`src/rtl/fp_norm_arbiter.sv`:
```
// rtl/fp_norm_arbiter.sv - two-requester round-robin arbiter feeding the shared FP prenormalize/shift stage
// Alternating grant on contention, single registered output slot, saturating stall counter.
module fp_norm_arbiter #(
  parameter  int EXPO_W    = 11,
  parameter  int SHIFT_W   = 11,
  parameter  int ID_W      = 3,
  localparam int PAYLOAD_W = 5 + EXPO_W + 2 * SHIFT_W
) (
  input  logic                 clk,
  input  logic                 rst,
  input  logic                 flush,
  input  logic                 req0_valid,
  output logic                 req0_ready,
  input  logic [PAYLOAD_W-1:0] req0_data,
  input  logic [ID_W-1:0]      req0_id,
  input  logic                 req1_valid,
  output logic                 req1_ready,
  input  logic [PAYLOAD_W-1:0] req1_data,
  input  logic [ID_W-1:0]      req1_id,
  output logic                 out_valid,
  input  logic                 out_ready,
  output logic [PAYLOAD_W-1:0] out_data,
  output logic [ID_W-1:0]      out_id,
  output logic                 out_src,
  output logic [7:0]           stall_cnt
);

  logic last_grant;
  logic accept;
  logic gnt_valid;
  logic gnt_idx;
  logic xfer;

  // On contention the requester not granted last time wins; no lock between cycles.
  always_comb begin
    gnt_valid = req0_valid | req1_valid;
    gnt_idx   = 1'b0;
    if (req0_valid && req1_valid) begin
      gnt_idx = ~last_grant;
    end else if (req1_valid) begin
      gnt_idx = 1'b1;
    end
  end

  // rst gates accept so neither requester sees ready while held in reset.
  assign accept     = ~rst & ~flush & (~out_valid | out_ready);
  assign xfer       = accept & gnt_valid;
  assign req0_ready = xfer & ~gnt_idx;
  assign req1_ready = xfer & gnt_idx;

  always_ff @(posedge clk or posedge rst) begin
    if (rst) begin
      out_valid  <= 1'b0;
      out_data   <= '0;
      out_id     <= '0;
      out_src    <= 1'b0;
      last_grant <= 1'b1;
      stall_cnt  <= 8'd0;
    end else begin
      if (xfer) begin
        out_valid  <= 1'b1;
        out_data   <= gnt_idx ? req1_data : req0_data;
        out_id     <= gnt_idx ? req1_id : req0_id;
        out_src    <= gnt_idx;
        last_grant <= gnt_idx;
      end else if (flush || out_ready) begin
        out_valid <= 1'b0;
      end

      if (out_valid && !out_ready) begin
        stall_cnt <= (stall_cnt == 8'hFF) ? stall_cnt : stall_cnt + 8'd1;
      end else begin
        stall_cnt <= 8'd0;
      end
    end
  end

endmodule

```
`config.mk`:
```
export PLATFORM = sky130hd
export DESIGN_NAME = fp_norm_arbiter
export DESIGN_NICKNAME = d
export VERILOG_FILES = /design/src/rtl/fp_norm_arbiter.sv
export SDC_FILE = /design/constraint.sdc
export NUM_CORES = 1
export LEC_CHECK = 0
export CAP_MARGIN = 10
export CORE_MARGIN = 10
export CORE_UTILIZATION = 30
export DETAILED_ROUTE_END_ITERATION = 6
export PLACE_DENSITY = 0.67
export SLEW_MARGIN = 20
export SYNTH_ARGS = -nofsm -noshare
export SYNTH_HDL_FRONTEND = slang
export SYNTH_SLANG_ARGS = --single-unit
```
`constraint.sdc`:
```
create_clock -name clk -period 1.6 [get_ports clk]
set_input_delay 0.24 -clock clk [delete_from_list [all_inputs] [get_ports clk]]
set_output_delay 0.24 -clock clk [all_outputs]
set_load 0.01 [all_outputs]
```
==> results of run 1 <==
flip-flops by register name (all words and copies together) (netlist names):
register	flops
out_valid	1
out_data	38
last_grant	1
out_src	1
out_id	3
stall_cnt	8
Yosys cell counts, drive strengths merged, types with 2 or more instances:
master / count / area [um2]
dfrtp: 51 / 1280
a21oi: 5 / 25.0
and2: 2 / 12.5
inv: 2 / 7.51
nor3: 2 / 10.0
nand2b: 2 / 12.5
nand3: 4 / 20.0
nand2: 5 / 18.8
a211oi: 2 / 15.0
o21ai: 3 / 15.0
nor2: 2 / 7.51
buf: 10 / 75.1
clkbuf: 2 / 7.51
nor2b: 2 / 20.0
mux2: 84 / 946
worst max path at each step:
stage	to	slack (ns)	cells past startpoint	start
final	out_data[4]$_DFFE_PP0P_	-0.08	6	last_grant$_DFFE_PP1P_
after global routing	req0_ready	-0.12	5	last_grant$_DFFE_PP1P_
after CTS	out_data[26]$_DFFE_PP0P_	-0.08	6	last_grant$_DFFE_PP1P_
after detailed placement	req1_ready	-0.51	5	req0_valid
after global placement	req0_ready	-0.47	5	req0_valid
after floorplan	req0_ready	-0.08	4	out_valid$_DFFE_PP0P_
where the power goes:
| group | total [uW] | switching (uW) | leakage [uW] | internal [uW] |
|---|---|---|---|---|
| Sequential | 1750 | 158 | 0.000623 | 1590 |
| Combinational | 1870 | 595 | 0.00138 | 1270 |
| Clock | 900 | 437 | 0.0000541 | 463 |
| Total | 4520 | 1190 | 0.00206 | 3330 |
cell usage in the layout (no fill, tap or decap), types with 2 or more instances in the layout:
| cell | count |
|---|---|
| nand2b_1 | 2 |
| dlygate4sd2_1 | 2 |
| buf_6 | 5 |
| a21oi_1 | 5 |
| buf_12 | 7 |
| dlymetal6s2s_1 | 3 |
| nor2_1 | 2 |
| nand3_1 | 4 |
| mux2_2 | 43 |
| o21ai_0 | 3 |
| buf_16 | 3 |
| nand2_1 | 5 |
| dfrtp_1 | 47 |
| dfrtp_2 | 4 |
| clkdlybuf4s50_1 | 133 |
| nor3_1 | 2 |
| clkbuf_16 | 4 |
| mux2_4 | 40 |
| buf_4 | 12 |
| clkbuf_8 | 5 |
what timing repair did:
action                     in CTS  in global routing
setup buffers                   7                  4
pin swaps                       2                  1
setup endpoints to repair      47                 51
cloned                          3                  6
gates resized for setup        50                 24
worst register-to-register path, stage by stage, from the launching register on:
cell and delay [ns]:
dfstp_2 0.57, a21boi_4 0.07, buf_6 0.13, buf_12 0.13, buf_16 0.14, mux2_2 0.27
mux2_4 0.25
per-layer routing:
metal  vias to the layer above  global-route usage  routed length (um)
met5                         -                   0                   0
met4                         0              0.0271                  88
li1                       1031                   -                   -
met3                         7              0.0598                 831
met2                        83               0.215                4580
met1                      1079               0.135                3280
logic make-up (layout without fill, tap and decap cells):
logic type                 after synthesis  after routing
DFF                                     52             52
buffers and inverters                   14            181
adders and majority gates                1              1
muxes                                   85             85
AOI/OAI and AO/OA                       17             17
and+or+nand+nor                         24             24
cell type report:
cell class	count	area share
tap	108	0.0279
inverter	2	0.00155
sequential	52	0.270
timing repair buffer	171	0.387
multi-input combinational	127	0.290
clock buffer	5	0.0142
clock inverter	3	0.00878
per-stage QoR:
stage / setup TNS (ns) / cells / util
after floorplan: -2.60 / 193 / -
after global placement: -18.15 / 441 / 0.489
after detailed placement: -20.27 / 441 / 0.489
after CTS: -2.18 / 458 / 0.534
after global routing: -3.03 / 468 / 0.561
final: -1.05 / 468 / 0.561
==> results.yml, run 1 <==
run_status:
  status: "finished, violations left"
  violations: "negative setup slack"
synth:
  synth_xor_area_frac: 0
  synth_top_family_by_area: "multiplexers"
  yosysUniqueCellTypes: 33
  syn_inst: 193
  synthMuxAreaShare: 0.364
  ys_ff_latch: 52
  syn-cell-area_mm2: 0.00263
  syn_nets: 282
  synth_compound_area_frac: 0.0438
  ys_seq_area_frac: 0.495
  yosys.area_share.adder: 0.00476
  synth_simple_gate_area_frac: 0.0581
  yosys_warnings: 0
  async_flop_share: 1.00
  synthFlopType: "dfrtp_1"
  syn_avg_cell_area_um2: 13.6
  synth_edf_count: 0
timing:
  hold_slack_ns: 0.0283
  period_needed_ns: 1.68
  setup_violations: 27
  fin_skew_ns: 0.00604
  max-slew-margin-rel: 0.795
  drv_slew: 0
  worst_slack_ns: -0.0761
  hold_violations: 0
  tightest_slew_ns: 0.305
  rsz0062_at_grt: "yes"
  fin_crit_sh: 1.05
  fmax_mhz: 597
critical_path:
  critPathMaxStageDelay_ns: 0.57
  slowest_stage: "dfstp_2"
  critPathMaxFanout: 7
  worstPathCellList: "a21boi_4 -> buf_6 -> buf_12 -> buf_16 -> mux2_2 -> mux2_4"
  critPathBufInv: 3
  end_kind: "flip-flop"
  rrSetupSlack_ns: -0.08
  ff2ff_path_depth: 6
  cp.required_ns: 1.79
  timing.rr.end: "out_data[4]$_DFFE_PP0P_"
  cp_data_arrival_time_ns: 1.87
  critPathKind: "flip-flop to flip-flop"
  cp_top_family: "flip-flops"
  r2r-start: "last_grant$_DFFE_PP1P_"
  start_kind: "flip-flop"
floorplanning:
  rows: 34
  core_area_mm2: 0.00864
  dieHeight_um: 114
  die-area_mm2: 0.0129
  start_util: 0.304
  io_pins: 141
  chipWidth_um: 114
clock_tree:
  cts_tree: "yes"
  clkLatencyLatePin_ns: 0.31
  path_clk_slew_ns: 0.09
  htree_levels: 2
  clock_tree.buffer_depth: 2
  cts_made_buffers: 5
  cts_hold_buf: 0
  clock-sinks: 52
  cts-root-buf: "clkbuf_8"
grt:
  antenna_found_initial: 0
  grt_max_degree: 53
  grt_pass1_vias: 2390
  grt_pass1_wl_mm: 13.0
  grt_use_total: 0.125
  gr-total-overflow: 0
route:
  drt_wl_total_mm: 8.78
  drtIter0Drc: 41
  ant_nets: 0
  routed_via_density: 4.70
  drc: 0
  dr.pass1.iters: 4
  num_vias: 2200
  post_drt_wl_per_cell_um: 18.8
finish:
  syn2layout_area_growth_pct: 84.2
  final_cell_area_mm2: 0.00484
  seq_area_mm2: 0.00131
  drive_gt1_frac: 0.378
  multi_input_area_mm2: 0.00141
  nets: 448
  nFillCells: 738
  diodes: 0
place:
  place_congestion: 0.771
  io_buffers: 140
  placedInstanceArea_mm2: 0.00422
  preCtsSetupSlack_ns: -0.513
  hpwl_mm: 6.01
job:
  cap_violations: 0
pwr:
  p_leak_uw: 0.00206
  peakVddDrop_mv: 0.446
  cellPowerDensity_mw_per_mm2: 933
  p_total_uw: 4520
min_path:
  hold_path_class: "primary input to asynchronous set/reset pin"
(Power assumes the default switching activity.)
==> inputs of run 2 (changes only) <==
--- a/config.mk
+++ b/config.mk
@@ -5,11 +5,13 @@
 export SDC_FILE = /design/constraint.sdc
 export NUM_CORES = 1
 export LEC_CHECK = 0
+export ABC_AREA = 1
 export CAP_MARGIN = 10
-export CORE_MARGIN = 10
+export CORE_MARGIN = 1
 export CORE_UTILIZATION = 30
 export DETAILED_ROUTE_END_ITERATION = 6
-export PLACE_DENSITY = 0.67
+export PLACE_DENSITY = 0.66
+export REMOVE_ABC_BUFFERS = 1
 export SLEW_MARGIN = 20
 export SYNTH_ARGS = -nofsm -noshare
 export SYNTH_HDL_FRONTEND = slang
==> run 2 against run 1 <==
  * The run now ends clean
  * Core utilization fell by 6.4 points
  * Final cell count rose by 36%
  * Die area shrank 28%
  * Clock skew fell by 0.0026 ns
==> results.yml, run 2 <==
run_status:
  status: "completed"
route:
  post_drt_wl_per_cell_um: 11.2
  ant_nets: 0
  routed_via_density: 4.30
  drtIter0Drc: 48
  dr.pass1.iters: 4
  drc: 0
  num_vias: 2737
  drt_wl_total_mm: 7.10
synth:
  async_flop_share: 1.00
  yosys.area.top_type: "dfrtp_1"
  yosys_warnings: 0
  synth_top_family_by_area: "simple AND/OR/NAND/NOR gates"
  synth_compound_area_frac: 0.00652
  synth_xor_area_frac: 0
  synthMuxAreaShare: 0
  syn_inst: 385
  syn-cell-area_mm2: 0.00269
  synthFlopType: "dfrtp_1"
  yosysUniqueCellTypes: 20
  synth.top_cell.area_share: 0.475
  synthTopCellsByArea: "dfrtp_1, nand2_1, nand3_1"
  ys_ff_latch: 52
  synth.most_common_cell: "nand2_1"
  syn_avg_cell_area_um2: 6.98
  ys_seq_area_frac: 0.485
  synth_simple_gate_area_frac: 0.440
  yosys.area_share.adder: 0.00466
  synth_commonest_cells: "nand2_1, dfrtp_1, nand3_1, inv_1, buf_4"
  synth_edf_count: 0
finish:
  syn2layout_area_growth_pct: 60.6
  reg_top3: "out_data x38, stall_cnt x8, out_id x3"
  largest_register_ffs: 38
  mostFrequentLayoutCell: "nand2_1"
  largest-register: "out_data"
  final_cell_count_no_fill: 636
  nets: 616
  drive_gt1_frac: 0.0758
  final_cell_area_mm2: 0.00432
  diodes: 0
  final_cell_mix: "nand2_1, clkdlybuf4s50_1, dfrtp_1"
floorplanning:
  die-area_mm2: 0.00934
  start_util: 0.310
  dieHeight_um: 96.6
  rows: 34
  core_area_mm2: 0.00868
  io_pins: 141
  chipWidth_um: 96.6
critical_path:
  slowest_stage: "clkdlybuf4s50_1"
  critPathMaxFanout: 5
  rrSetupSlack_ns: 0.18
  critPathBufInv: 1
  cp_data_arrival_time_ns: 1.29
  cp_top_family: "buffers and inverters"
  start_kind: "flip-flop"
  ff2ff_path_depth: 7
  end_kind: "output pin"
  cp.required_ns: 1.36
  r2r-start: "last_grant$_DFFE_PP1P_"
  timing.rr.end: "out_data[1]$_DFFE_PP0P_"
  critPathMaxStageDelay_ns: 0.58
  critPathKind: "flip-flop to output pin"
  worstPathCellList: "clkdlybuf4s50_1"
pwr:
  p_sw_frac: 0.284
  p_int_uw: 2700
  p_comb_frac: 0.331
  cellPowerDensity_mw_per_mm2: 874
  p_seq_frac: 0.436
  peakVddDrop_mv: 0.350
  p_sw_uw: 1070
  power.share.clock: 0.233
  p_leak_uw: 0.00222
clock_tree:
  cts_tree: "yes"
  cts_hold_buf: 0
  path_clk_slew_ns: 0.09
  clock-sinks: 52
  cts_made_buffers: 5
  htree_levels: 2
  cts-root-buf: "clkbuf_8"
  clock_tree.buffer_depth: 2
  clkLatencyLatePin_ns: 0.30
job:
  cap_violations: 0
grt:
  grt_use_total: 0.157
  gr-total-overflow: 0
  antenna_found_initial: 0
  grt_max_degree: 45
  grtUsageMet3: 0.0477
  grt_pass1_vias: 2607
  grt_pass1_wl_mm: 12.0
  busiest_layer: "met2"
  met1_usage: 0.190
  grt_use_met2: 0.273
timing:
  rsz0062_at_grt: "yes"
  tightest_slew_ns: 0.443
  max-slew-margin-rel: 0.705
  drv_slew: 0
  hold_violations: 0
  fin_skew_ns: 0.00343
  period_needed_ns: 1.53
  fin_crit_sh: 0.957
  setup_violations: 0
  fmax_mhz: 653
min_path:
  hold_path_class: "primary input to asynchronous set/reset pin"
place:
  hpwl_mm: 5.32
  placedInstanceArea_mm2: 0.00418
  dp_cells: 627
  io_buffers: 140
  place_congestion: 0.818
==> run 2: worst min-delay path, stage by stage <==
cell            delay, ns
dlymetal6s2s_1       0.14
buf_4                0.14
inv_2                0.05
buf_4                0.29
==> run 2: worst max path at each step <==
stage          slack, ns               endpoint  depth (start not counted)                     start
2_1_floorplan      -0.21             req1_ready                          5    last_grant$_DFFE_PP1P_
3_3_place_gp       -0.48             req0_ready                          8                 out_ready
3_5_place_dp       -0.49             req0_ready                          8                 out_ready
4_1_cts            0.002             req0_ready                          8                 out_ready
5_1_grt           -0.005  out_valid$_DFFE_PP0P_                          6                req1_valid
6_report            0.07           stall_cnt[6]                          1  stall_cnt[6]$_DFFE_PP0P_
==> run 2: layer usage <==
metal,up-vias,share of wire
li1,1438,-
met1,1207,0.43
met2,85,0.49
met3,7,0.074
met4,0,0.011
met5,-,0
==> run 2: through the flow <==
stage | TNS (ns) | setup WS, ns | hold slack [ns] | total power, uW | utilization
floorplan | -3.40 | -0.205 | 0.349 | 2140 | -
global placement | -3.70 | -0.478 | 0.454 | 2910 | 0.481
detailed placement | -5.30 | -0.491 | 0.458 | 2930 | 0.481
CTS | 0 | 0.00247 | 0.323 | 3830 | 0.496
global route | -0.00501 | -0.00501 | 0.196 | 4020 | 0.497
finish | 0 | 0.0684 | 0.160 | 3770 | 0.497
==> run 2: area by class of cell <==
class / instances / area, um2
clock buffer: 6 / 72.6
clock inverter: 2 / 35.0
fill: 889 / 4360
inverter: 11 / 43.8
multi-input combinational: 305 / 1230
sequential: 52 / 1310
tap: 108 / 135
timing repair buffer: 152 / 1490
==> run 2: power by group through the flow <==
stage	sequential [uW]	combinational (uW)	clock, uW
detailed placement	1670	1260	0
floorplan	1760	375	0
CTS	1650	1270	907
global placement	1660	1250	0
global route	1680	1370	968
finish	1650	1250	878
==> run 2: cells by family (layout without fill, tap and decap cells) <==
family | Yosys count | count (layout)
flip-flops | 52 | 52
buffers and inverters | 28 | 171
adder cells (fa/ha/maj) | 1 | 1
AO/OA/AOI/OAI | 3 | 3
AND/OR/NAND/NOR | 301 | 301
==> run 2: repair_timing <==
item / 4_1_cts / 5_1_grt
setup buffers: 1 / 0
endpoints found under the hold margin: 0 / 0
endpoints found under the setup margin: 2 / 7
resized for setup: 16 / 6
pin swaps: 3 / 2
==> inputs of run 3 (changes only) <==
--- a/config.mk
+++ b/config.mk
@@ -11,6 +11,7 @@
 export CORE_UTILIZATION = 30
 export DETAILED_ROUTE_END_ITERATION = 6
 export PLACE_DENSITY = 0.66
+export RECOVER_POWER = 50
 export REMOVE_ABC_BUFFERS = 1
 export SLEW_MARGIN = 20
 export SYNTH_ARGS = -nofsm -noshare
==> run 3 against run 2 <==
  * Hold slack better by 0.16 ns
  * First-iteration DRC count is 13% lower
  * Clock power hardly changed
  * Highest routed layer unchanged
  * Core utilization is 0.087 points lower
  * Sequential share of layout area is 0.053 points higher
  * Critical path depth stayed put
==> results.yml, run 3 (synthesized netlist as in run 2, its figures left out) <==
critical_path:
  critPathBufInv: 1
  critPathMaxStageDelay_ns: 0.58
  critPathMaxFanout: 5
  cp.required_ns: 1.36
  cp_data_arrival_time_ns: 1.29
  critPathKind: "flip-flop to output pin"
  cp_top_family: "buffers and inverters"
  end_kind: "output pin"
  slowest_stage: "clkdlybuf4s50_1"
  start_kind: "flip-flop"
  worstPathCellList: "clkdlybuf4s50_1"
place:
  placedInstanceArea_mm2: 0.00418
  place_congestion: 0.818
  preCtsSetupSlack_ns: -0.491
  io_buffers: 140
  hpwl_mm: 5.32
  dp_cells: 627
clock_tree:
  cts_made_buffers: 5
  clock_tree.buffer_depth: 2
  cts-root-buf: "clkbuf_8"
  cts_tree: "yes"
  clkLatencyLatePin_ns: 0.30
  htree_levels: 2
  path_clk_slew_ns: 0.09
  cts_hold_buf: 0
  clock-sinks: 52
grt:
  grt_max_degree: 45
  grt_use_total: 0.157
  busiest_layer: "met2"
  met1_usage: 0.190
  grt_use_met2: 0.273
  gr-total-overflow: 0
  antenna_found_initial: 0
  grt_pass1_wl_mm: 12.0
  grt_pass1_vias: 2607
  grtUsageMet3: 0.0477
finish:
  drive_gt1_frac: 0.0739
  largest-register: "out_data"
  seq_area_mm2: 0.00131
  nets: 616
  reg_top3: "out_data x38, stall_cnt x8, out_id x3"
  multi_input_area_mm2: 0.00123
  final_cell_count_no_fill: 636
  nFillCells: 891
  largest_register_ffs: 38
  final_cell_mix: "nand2_1, clkdlybuf4s50_1, dfrtp_1"
  final_util: 0.496
  final_cell_area_mm2: 0.00431
  diodes: 0
  syn2layout_area_growth_pct: 60.4
  mostFrequentLayoutCell: "nand2_1"
floorplanning:
  start_util: 0.310
  rows: 34
  io_pins: 141
  die-area_mm2: 0.00934
  core_area_mm2: 0.00868
  chipWidth_um: 96.6
  dieHeight_um: 96.6
min_path:
  hold_path_class: "primary input to flip-flop"
route:
  drc: 0
  drtIter0Drc: 42
  routed_via_density: 4.30
  post_drt_wl_per_cell_um: 11.2
  num_vias: 2737
  drt_wl_total_mm: 7.10
  dr.pass1.iters: 4
  ant_nets: 0
job:
  cap_violations: 0
timing:
  fin_crit_sh: 0.957
  hold_violations: 0
  rsz0062_at_grt: "yes"
  worst_slack_ns: 0.0684
  setup_violations: 0
  max-slew-margin-rel: 0.547
  drv_slew: 0
  tns_ns: 0
  fin_skew_ns: 0.00343
  fmax_mhz: 653
  period_needed_ns: 1.53
  tightest_slew_ns: 0.679
pwr:
  peakVddDrop_mv: 0.350
  cellPowerDensity_mw_per_mm2: 875
  p_leak_uw: 0.00221
run_status:
  status: "completed"
run 3: changes by cell type in the layout (fill, tap and decap cells not counted):
cell             delta
inv_1               +1
dlymetal6s2s_1      -1
buf_4               -3
clkbuf_4            +1
clkbuf_2            +2
inv_2               -1
clkdlybuf4s25_1     +1
run 3: per-layer routing:
layer  vias to the layer above  wire length, um  share of wire
met2                        85             3460           0.49
met5                         -                0              0
met4                         0               75          0.011
met3                         7              522          0.073
met1                      1206             3040           0.43
li1                       1439                -              -
run 3: repair_timing:
action | in CTS | in global routing
setup buffers | 1 | 0
pin swaps | 3 | 2
endpoints found under the setup margin | 2 | 7
resized for setup | 16 | 6
run 3: worst register-to-register path, delay by kind of cell (launching register included):
family / cells / cell delay (ns)
buffers and inverters: 1 / 0.38
DFF: 1 / 0.54
and+or+nand+nor: 6 / 0.45
run 3: worst paths after layout:
kind	cells past startpoint	end	startpoint	slack, ns
hold / removal	2	out_valid$_DFFE_PP0P_	flush	0.32
hold reg to reg	2	last_grant$_DFFE_PP1P_	last_grant$_DFFE_PP1P_	0.47
max in group asynchronous	4	stall_cnt[2]$_DFFE_PP0P_	rst	0.67
setup / recovery	1	stall_cnt[6]	stall_cnt[6]$_DFFE_PP0P_	0.07
min in group asynchronous	4	out_src$_DFFE_PP0P_	rst	0.41
setup reg to reg	7	out_data[1]$_DFFE_PP0P_	last_grant$_DFFE_PP1P_	0.19
run 3: area by class of cell:
| cell class | instances | area share |
|---|---|---|
| timing repair buffer | 152 | 0.344 |
| sequential | 52 | 0.304 |
| multi-input combinational | 305 | 0.286 |
| tap | 108 | 0.0314 |
| clock buffer | 6 | 0.0168 |
| inverter | 11 | 0.0102 |
| clock inverter | 2 | 0.00813 |
run 3: per-stage QoR:
stage,hold slack (ns),power (uW)
2_1_floorplan,0.349,2140
3_3_place_gp,0.454,2910
3_5_place_dp,0.458,2930
4_1_cts,0.323,3830
5_1_grt,0.339,4020
6_report,0.318,3770
run 3: power by group:
group / internal (uW) / switching (uW)
registers: 1530 / 117
logic: 704 / 541
clock network: 464 / 414
total: 2700 / 1070
